--- config.mk ---
export PLATFORM = sky130hd
export DESIGN_NAME = lsu
export DESIGN_NICKNAME = d
export VERILOG_FILES = /design/src/rtl/lsu_pkg.sv /design/src/rtl/lsu_align.sv /design/src/rtl/lsu.sv
export SDC_FILE = /design/constraint.sdc
export NUM_CORES = 1
export LEC_CHECK = 0
export ABC_AREA = 1
export ABC_CLOCK_PERIOD_IN_PS = 5100
export CAP_MARGIN = 25
export CORE_MARGIN = 5
export CORE_UTILIZATION = 48
export CTS_CLUSTER_SIZE = 30
export DETAILED_ROUTE_END_ITERATION = 10
export PLACE_DENSITY = 0.86
export RECOVER_POWER = 100
export SLEW_MARGIN = 20
export SYNTH_ARGS = -nofsm -noshare
export SYNTH_HDL_FRONTEND = slang
export SYNTH_SLANG_ARGS = --single-unit
--- constraint.sdc ---
create_clock -name clk -period 5.1 [get_ports clk]
set_clock_uncertainty 0.2 [all_clocks]
set_input_delay 1.53 -clock clk [delete_from_list [all_inputs] [get_ports clk]]
set_output_delay 1.53 -clock clk [all_outputs]
set_load 0.01 [all_outputs]
--- src/rtl/lsu_pkg.sv ---
// LSU shared types: funct3 codes, FSM states, legality check.
// Build option: LSU_MISALIGN_TRAP_EN makes misaligned H/W accesses illegal.
package lsu_pkg;

  localparam int OFF_W = 2;

  localparam logic [2:0] F3_B  = 3'd0;
  localparam logic [2:0] F3_H  = 3'd1;
  localparam logic [2:0] F3_W  = 3'd2;
  localparam logic [2:0] F3_BU = 3'd4;
  localparam logic [2:0] F3_HU = 3'd5;

`ifdef LSU_MISALIGN_TRAP_EN
  localparam bit TRAP_EN = 1'b1;
`else
  localparam bit TRAP_EN = 1'b0;
`endif

  typedef enum logic [1:0] {
    S_IDLE,
    S_REQ,
    S_WAIT,
    S_RESP
  } state_t;

  function automatic logic illegal(
    input logic             we,
    input logic [2:0]       f3,
    input logic [OFF_W-1:0] off
  );
    logic bad;
    logic mis;
    bad = 1'b1;
    mis = 1'b0;
    case (f3)
      F3_B, F3_H, F3_W: bad = 1'b0;
      F3_BU, F3_HU:     bad = we;
      default:          bad = 1'b1;
    endcase
    if (f3 == F3_H || f3 == F3_HU)
      mis = off[0];
    else if (f3 == F3_W)
      mis = |off;
    return bad | (TRAP_EN & mis);
  endfunction

endpackage

--- src/rtl/lsu_align.sv ---
// LSU lane steering: store byte enables/replication, load extract/extend.
// Low offset bits are cleared per access size so misaligned accesses degrade.
module lsu_align
  import lsu_pkg::*;
(
  input  logic [2:0]       funct3,
  input  logic [OFF_W-1:0] off,
  input  logic             we,
  input  logic [31:0]      wdata,
  input  logic [31:0]      rdata,
  output logic [3:0]       be,
  output logic [31:0]      mem_wdata,
  output logic [31:0]      ld_data
);

  logic [31:0] wd;
  logic [7:0]  bsel;
  logic [15:0] hsel;
  logic        sgn;

  always_comb begin
    be        = '0;
    wd        = '0;
    ld_data   = '0;
    bsel      = rdata[{off, 3'b000} +: 8];
    hsel      = off[1] ? rdata[31:16] : rdata[15:0];
    sgn       = ~funct3[2];
    unique case (1'b1)
      (funct3[1:0] == 2'b00): begin
        be      = 4'b0001 << off;
        wd      = {4{wdata[7:0]}};
        ld_data = {{24{sgn & bsel[7]}}, bsel};
      end
      (funct3[1:0] == 2'b01): begin
        be      = 4'b0011 << {off[1], 1'b0};
        wd      = {2{wdata[15:0]}};
        ld_data = {{16{sgn & hsel[15]}}, hsel};
      end
      default: begin
        be      = 4'b1111;
        wd      = wdata;
        ld_data = rdata;
      end
    endcase
    mem_wdata = we ? wd : '0;
  end

endmodule

--- src/rtl/lsu.sv ---
// Load/store unit: single outstanding access, IDLE/REQ/WAIT/RESP FSM.
// Misalignment trapping selected by LSU_MISALIGN_TRAP_EN (see lsu_pkg).
module lsu
  import lsu_pkg::*;
#(
  parameter int ADDR_W = 32,
  parameter int DATA_W = 32
) (
  input  logic              clk,
  input  logic              rst_n,
  input  logic              req_valid,
  output logic              req_ready,
  input  logic [ADDR_W-1:0] req_addr,
  input  logic [DATA_W-1:0] req_wdata,
  input  logic              req_we,
  input  logic [2:0]        req_funct3,
  output logic              mem_valid,
  input  logic              mem_ready,
  output logic [ADDR_W-1:0] mem_addr,
  output logic              mem_we,
  output logic [3:0]        mem_be,
  output logic [DATA_W-1:0] mem_wdata,
  input  logic              mem_rvalid,
  input  logic [DATA_W-1:0] mem_rdata,
  output logic              rsp_valid,
  output logic [DATA_W-1:0] rsp_rdata,
  output logic              rsp_err
);

  state_t state, nxt;

  logic [ADDR_W-1:0] addr_q;
  logic [DATA_W-1:0] wdata_q;
  logic [DATA_W-1:0] rdata_q;
  logic [2:0]        f3_q;
  logic              we_q;
  logic              err_q;
  logic              ill_in;
  logic              accept;
  logic [3:0]        be;
  logic [DATA_W-1:0] wd;
  logic [DATA_W-1:0] ld;

  assign ill_in = illegal(req_we, req_funct3, req_addr[OFF_W-1:0]);
  assign accept = (state == S_IDLE) && req_valid;

  lsu_align u_align (
    .funct3    (f3_q),
    .off       (addr_q[OFF_W-1:0]),
    .we        (we_q),
    .wdata     (wdata_q),
    .rdata     (mem_rdata),
    .be        (be),
    .mem_wdata (wd),
    .ld_data   (ld)
  );

  always_ff @(posedge clk or negedge rst_n) begin
    if (!rst_n)
      state <= S_IDLE;
    else
      state <= nxt;
  end

  always_comb begin
    nxt       = state;
    req_ready = 1'b0;
    mem_valid = 1'b0;
    rsp_valid = 1'b0;
    unique case (state)
      S_IDLE: begin
        req_ready = 1'b1;
        if (req_valid)
          nxt = ill_in ? S_RESP : S_REQ;
      end
      S_REQ: begin
        mem_valid = 1'b1;
        if (mem_ready)
          nxt = we_q ? S_RESP : S_WAIT;
      end
      S_WAIT: begin
        if (mem_rvalid)
          nxt = S_RESP;
      end
      S_RESP: begin
        rsp_valid = 1'b1;
        nxt       = S_IDLE;
      end
      default: nxt = S_IDLE;
    endcase
  end

  // Bus and response outputs are zero outside their owning states.
  assign mem_addr  = mem_valid ?
                     {addr_q[ADDR_W-1:OFF_W], {OFF_W{1'b0}}} : '0;
  assign mem_we    = mem_valid & we_q;
  assign mem_be    = mem_valid ? be : '0;
  assign mem_wdata = mem_valid ? wd : '0;
  assign rsp_rdata = rsp_valid ? rdata_q : '0;
  assign rsp_err   = rsp_valid & err_q;

  always_ff @(posedge clk or negedge rst_n) begin
    if (!rst_n) begin
      addr_q  <= '0;
      wdata_q <= '0;
      rdata_q <= '0;
      f3_q    <= '0;
      we_q    <= 1'b0;
      err_q   <= 1'b0;
    end else if (accept) begin
      addr_q  <= req_addr;
      wdata_q <= req_wdata;
      f3_q    <= req_funct3;
      we_q    <= req_we;
      err_q   <= ill_in;
      rdata_q <= '0;
    end else if (state == S_WAIT && mem_rvalid) begin
      rdata_q <= ld;
    end
  end

endmodule

==> results of run 1 <==
==> through the flow <==
stage	total power, W	util, %	instances	setup WS, ns	hold slack (ns)
2_1_floorplan	0.00265	-	796	1.80	0.244
3_3_place_gp	0.00337	67.2	1112	0.895	0.261
3_5_place_dp	0.00342	67.2	1112	0.841	0.265
4_1_cts	0.00420	70.0	1128	0.399	0.285
5_1_grt	0.00446	69.9	1128	0.110	0.298
6_report	0.00413	69.9	1128	0.341	0.282
==> routing by layer <==
layer  share of wire, %  global-route usage (%)  vias up
li1                   -                       -     2764
met1                 40                    32.7     2574
met2                 46                    42.0      298
met3                 12                    8.48       36
met4                2.5                    10.4        2
met5              0.051                       0        -
==> how the worst max path moves through the flow <==
stage	slack, ns	from	cells after the start	endpoint
floorplan	1.80	state[1]	8	mem_wdata[26]
global placement	0.89	state[1]	7	mem_wdata[10]
detailed placement	0.84	state[1]	7	mem_wdata[10]
CTS	0.40	state[1]	7	mem_wdata[10]
global route	0.11	state[0]	5	rsp_rdata[14]
finish	0.34	f3_q[1]	5	mem_be[0]
==> worst min-delay path: cells and delay by family (launching register included) <==
family	cells	cell delay (ns)
AND/OR/NAND/NOR	2	0.10
flip-flops	1	0.35
==> flip-flops by register name, summed over array words and instances (netlist names) <==
signal,flops
f3_q,3
rdata_q,32
we_q,1
state,2
err_q,1
addr_q,32
wdata_q,32
==> logic make-up after synthesis <==
group	Yosys count	share of synthesized area [%]
AND/OR/NAND/NOR	460	33.3
buffers and inverters	143	10.4
flip-flops	103	46.6
AO/OA/AOI/OAI	83	8.45
adder cells (fa/ha/maj)	5	1.13
other	1	0.0679
==> where the power goes <==
part / switching, W / internal (W) / leakage [nW]
registers: 0.000266 / 0.00119 / 1.31
clock network: 0.000326 / 0.000436 / 0.157
logic: 0.00117 / 0.000745 / 3.13
==> layout make-up <==
type	instances	area [sq um]	area share, %
Clock buffer	9	225	2.83
Multi-Input combinational cell	550	2370	29.9
Timing Repair Buffer	214	2110	26.5
Inverter	102	383	4.82
Sequential cell	103	2580	32.4
Tap cell	143	179	2.25
Clock inverter	7	103	1.29
==> synth_stat cells, types with 5 or more instances <==
cell	number
nand2_1	368
dfrtp_1	103
inv_1	97
nor2_1	51
o21ai_0	35
clkbuf_1	21
a21oi_1	19
nand3_1	19
o22ai_1	15
buf_2	10
or2_2	9
o211ai_1	7
a211oi_1	5
buf_4	5
ha_1	5
inv_2	5
==> impl_results.md, run 1 <==
* CTS max path bufs at 2
* Final setup fails at 0
* Worst Path Class, Setup: reg -> out
* Crit path DAT at 3.03 ns
* Fmax achieved at 210 MHz
* Fin crit period at 4.76 ns
* Status: finished with violations
* Initial Util at 48.6%
* Area leader, netlist: dfrtp_1
* Cell Rows at 39
* CTS root buf: clkbuf_16
* Reg-to-Reg End: wdata_q[1]
* Relative slew slack at -74.8%
* Reg2Reg Launch Point: state[0]
* CP required at 3.37 ns
* HPWL Detailed at 12600 um
* Synth Flop Type: dfrtp_1
* Drt wl/cell at 15.6 um
* Crit path cell chain: inv_1, nand2_4, inv_1, nor3_1, clkdlybuf4s50_1
* Number of global-route vias before repair at 5611
* Hold/Removal Path Class: reg -> reg
* Share of the synthesized area in the top cell type at 46.6%
* Setup_tns at 0 ns
* Post-synth EDFFs at 0
* Gpl congestion at 0.928
* Syn Area/Cell at 6.95 sq um
* Die Area at 13800 sq um
* Drt drc at 0
* Worst-path fanout max at 42
* Die outline width at 117 um
* Worst-Skew Late Latency at 0.34 ns
* FF+latch count, synth at 103
* Sequential area share after synthesis at 46.6%
* CTS tree: built
* CP bufs+invs at 3
* Htree depth at 3
* Initial antenna violation count at 1
* Setup Buffers After CTS at 0
* GRT Residual Overflow at 0
* Post_cts resized at 0
* Fin crit share at 93.3%
* Area grow syn2layout at 43.8%
* Top cells by area, synth: dfrtp_1, nand2_1, inv_1
* Layout cell share with drive strength beyond 1 at 4.37%
* Worst path most repeated cell: inv_1
* Failing checks: capacitance limit, slew limit
* Peak VDD IR at 0.000273 V
* Fill cell count at 922
* Worst Hold Path EP: addr_q[29]
* Yosys warns at 0
* Slack of the worst reg-to-reg path at 1.91 ns
* Hold path start: addr_q[29]
* IO Port Bufs at 207
* Final wirelength at 17600 um
* Hold Vio Cnt, Final at 0
* Largest net degree at the start of global routing at 80
* Clock Sinks at 103
* TritonCTS buffer count at 9
* Hold-fix buffers, CTS at 0
* CP max stage delay at 0.70 ns
* Pwr Density at 520 nW/um^2
* Worst hold path cell count at 2
* I/O pin cnt at 210
* Chip height at 117 um
* DR iter-0 viols at 477
* Commonest non-fill, non-tap cells in the layout: nand2_1, clkdlybuf4s50_1, dfrtp_1
* Routed Antenna Nets at 0
* Synthesized cell area at 5530 sq um
* Startpoint types: register
* Max-slew violations at 84
* Clk slew on worst S/H paths at 0.08 ns
* Slowest cell on the critical path: inv_1
* Final instance area at 7950 sq um
* Async set or reset register ratio after synthesis at 100%
* Max-cap viol count at 2
* RSZ-0062 raised after global routing: false
* Post-synthesis cell count at 795
* Yosys cell types at 29
* Drt via density at 5.03
* N_diodes at 0
* Final net count at 1090
* Placed Area at 7640 sq um
* Core Footprint at 11400 sq um
* Vias at 5674
* Commonest non-fill, non-tap cell in the layout: nand2_1
* Worst setup EP type: output pin
* CP delay by family, top: buffers and inverters
* Worst Max-Slew Pin Slew at 2.62 ns
* R2r worst-path depth at 7
* Leak pwr at 4.60 nW
* GRT Util Overall at 26.2%
* DRT Pass-1 Iters at 5
* First-pass GRT wire length at 27800 um
(Power assumes the default switching activity.)
==> inputs of run 2 (changes only) <==
--- a/config.mk
+++ b/config.mk
@@ -8,7 +8,7 @@
 export ABC_AREA = 1
 export ABC_CLOCK_PERIOD_IN_PS = 5100
-export CAP_MARGIN = 25
 export CORE_MARGIN = 5
 export CORE_UTILIZATION = 48
+export CTS_CLUSTER_DIAMETER = 50
 export CTS_CLUSTER_SIZE = 30
 export DETAILED_ROUTE_END_ITERATION = 10
==> constraint.sdc (replaced) <==
create_clock -name clk -period 5.1 [get_ports clk]
set_clock_uncertainty 0.2 [all_clocks]
set_input_delay 1.53 -clock clk [delete_from_list [all_inputs] [get_ports clk]]
set_output_delay 1.53 -clock clk [all_outputs]
set_load 0.02 [all_outputs]
==> run 2 against run 1 <==
Against the previous run:
- the flow still finishes with violations (capacitance limit, slew limit)
- non-clock buffer count unchanged
- clock power down 8.3%
- clock-buffer cell count is 3 higher
- sequential power barely moved
- first-iteration DRC count shrank 9.9%
- critical path type unchanged
- largest cell class unchanged
- core utilization shrank 0.28 points
- cell count about the same
- largest power group unchanged
- hold slack got worse by 0.0031 ns
- critical endpoint is now mem_wdata[11]
==> impl_results.md, run 2 (synthesis results as in run 1) <==
* Met3 Wirelength at 2090 um
* Worst Path Class, Setup: reg -> out
* Placed Area at 7640 sq um
* Final wirelength at 17500 um
* Failing checks: capacitance limit, slew limit
* Number of global-route vias before repair at 5626
* Peak VDD IR at 0.000272 V
* Core Footprint at 11400 sq um
* CP delay by family, top: buffers and inverters
* Cell Rows at 39
* Clk slew on worst S/H paths at 0.07 ns
* Htree depth at 3
* N_diodes at 0
* Drt drc at 0
* Slowest cell on the critical path: dlygate4sd3_1
* CTS max path bufs at 2
* Highest Signal Layer: met5
* Routed Antenna Nets at 0
* CP required at 3.37 ns
* DRT Pass-1 Iters at 5
* Hold Vio Cnt, Final at 0
* Status: finished with violations
* Final setup fails at 0
* Post_cts resized at 0
* Pwr Density at 530 nW/um^2
* Worst-path fanout max at 15
* Worst-Skew Late Latency at 0.34 ns
* IO Port Bufs at 207
* Hold/Removal Path Class: reg -> reg
* Clk pwr share at 16.7%
* Pint at 0.00234 W
* Crit path cell chain: inv_1, ha_1, nand2_1, inv_1, o21ai_0, nor2_1, dlygate4sd3_1
* DR iter-0 viols at 430
* Die outline width at 117 um
* Reg power frac at 34.7%
* Final instance area at 7920 sq um
* Die Area at 13800 sq um
* TritonCTS buffer count at 9
* Commonest non-fill, non-tap cells in the layout: nand2_1, clkdlybuf4s50_1, dfrtp_1
* CP bufs+invs at 3
* Layout cell share with drive strength beyond 1 at 4.27%
* Largest net degree at the start of global routing at 80
* Comb pwr share at 48.6%
* Relative slew slack at -106%
* HPWL Detailed at 12600 um
* Fin crit share at 93.4%
* Area grow syn2layout at 43.3%
* Worst path most repeated cell: inv_1
* Fmax achieved at 210 MHz
* Worst setup EP type: output pin
* Final net count at 1090
* Routed met1 length at 7070 um
* I/O pin cnt at 210
* Switching part of the total at 44.3%
* Clock Sinks at 103
* Post-route insts no fill at 1127
* GRT Residual Overflow at 0
* Crit path DAT at 3.03 ns
* Initial Util at 48.6%
* Worst Max-Slew Pin Slew at 3.08 ns
* Vias at 5706
* Met2 wire len at 7860 um
* NetSw at 0.00186 W
* CTS root buf: clkbuf_16
* Cells after DPL at 1112
* Setup_tns at 0 ns
* Drt wl/cell at 15.5 um
* Drt via density at 5.06
* CTS tree: built
* Leak pwr at 4.59 nW
* Gpl congestion at 0.923
* Initial antenna violation count at 1
* Total power at 0.00420 W
* RSZ-0062 raised after global routing: false
* Startpoint types: register
* CP max stage delay at 0.70 ns
* Max-slew violations at 58
* GRT Util Overall at 26.4%
* Commonest non-fill, non-tap cell in the layout: nand2_1
* Fin crit period at 4.76 ns
* Hold-fix buffers, CTS at 0
* Setup Buffers After CTS at 0
* Chip height at 117 um
* First-pass GRT wire length at 28200 um
* Biggest regs: addr_q (32), rdata_q (32), wdata_q (32)
* Max-cap viol count at 1
-- run 2: path summary, 6_finish.rpt --
path | endpoint | startpoint | slack [ns] | depth (start not counted)
setup / recovery | mem_wdata[11] | state[1] | 0.34 | 7
hold / removal | rdata_q[11] | rdata_q[11] | 0.28 | 2
setup reg to reg | wdata_q[9] | state[0] | 1.93 | 7
hold reg to reg | rdata_q[11] | rdata_q[11] | 0.28 | 2
max in group asynchronous | wdata_q[9] | rst_n | 0.81 | 2
min in group asynchronous | rdata_q[26] | rst_n | 1.99 | 1
-- run 2: power groups by stage --
stage          Clock, W  Combinational [W]  Sequential [W]
2_1_floorplan         0            0.00142         0.00136
3_3_place_gp          0            0.00205         0.00145
3_5_place_dp          0            0.00211         0.00145
4_1_cts        0.000708            0.00212         0.00145
5_1_grt        0.000745            0.00229         0.00151
6_report       0.000699            0.00204         0.00146
-- run 2: cell type report --
| class | count | area [sq um] |
|---|---|---|
| repair buffers | 214 | 2100 |
| well taps | 143 | 179 |
| fillers | 941 | 3450 |
| flip-flops and latches | 103 | 2580 |
| multi-input cells | 550 | 2370 |
| inverters | 102 | 383 |
| clock inverters | 3 | 42.5 |
| clock buffers | 12 | 256 |
-- run 2: worst register-to-register path, cell delays in order, from the launching register on --
cell and delay, ns:
dfrtp_1 0.42, inv_1 0.14, ha_1 0.25, nand2_1 0.36, inv_1 0.24, clkbuf_2 1.12, nand2_1 0.23, nand2_1 0.14
-- run 2: per-layer routing --
metal | track usage [%] | vias up
li1 | - | 2762
met1 | 34.4 | 2606
met2 | 40.3 | 296
met3 | 9.31 | 40
met4 | 10.2 | 2
met5 | 0 | -
-- run 2: stage by stage --
stage          util [%]  hold WS (ns)  setup WS, ns
2_1_floorplan         -         0.244          1.53
3_3_place_gp       67.2         0.262         0.866
3_5_place_dp       67.2         0.265         0.786
4_1_cts            69.8         0.283         0.404
5_1_grt            69.6         0.293        0.0974
6_report           69.6         0.278         0.337
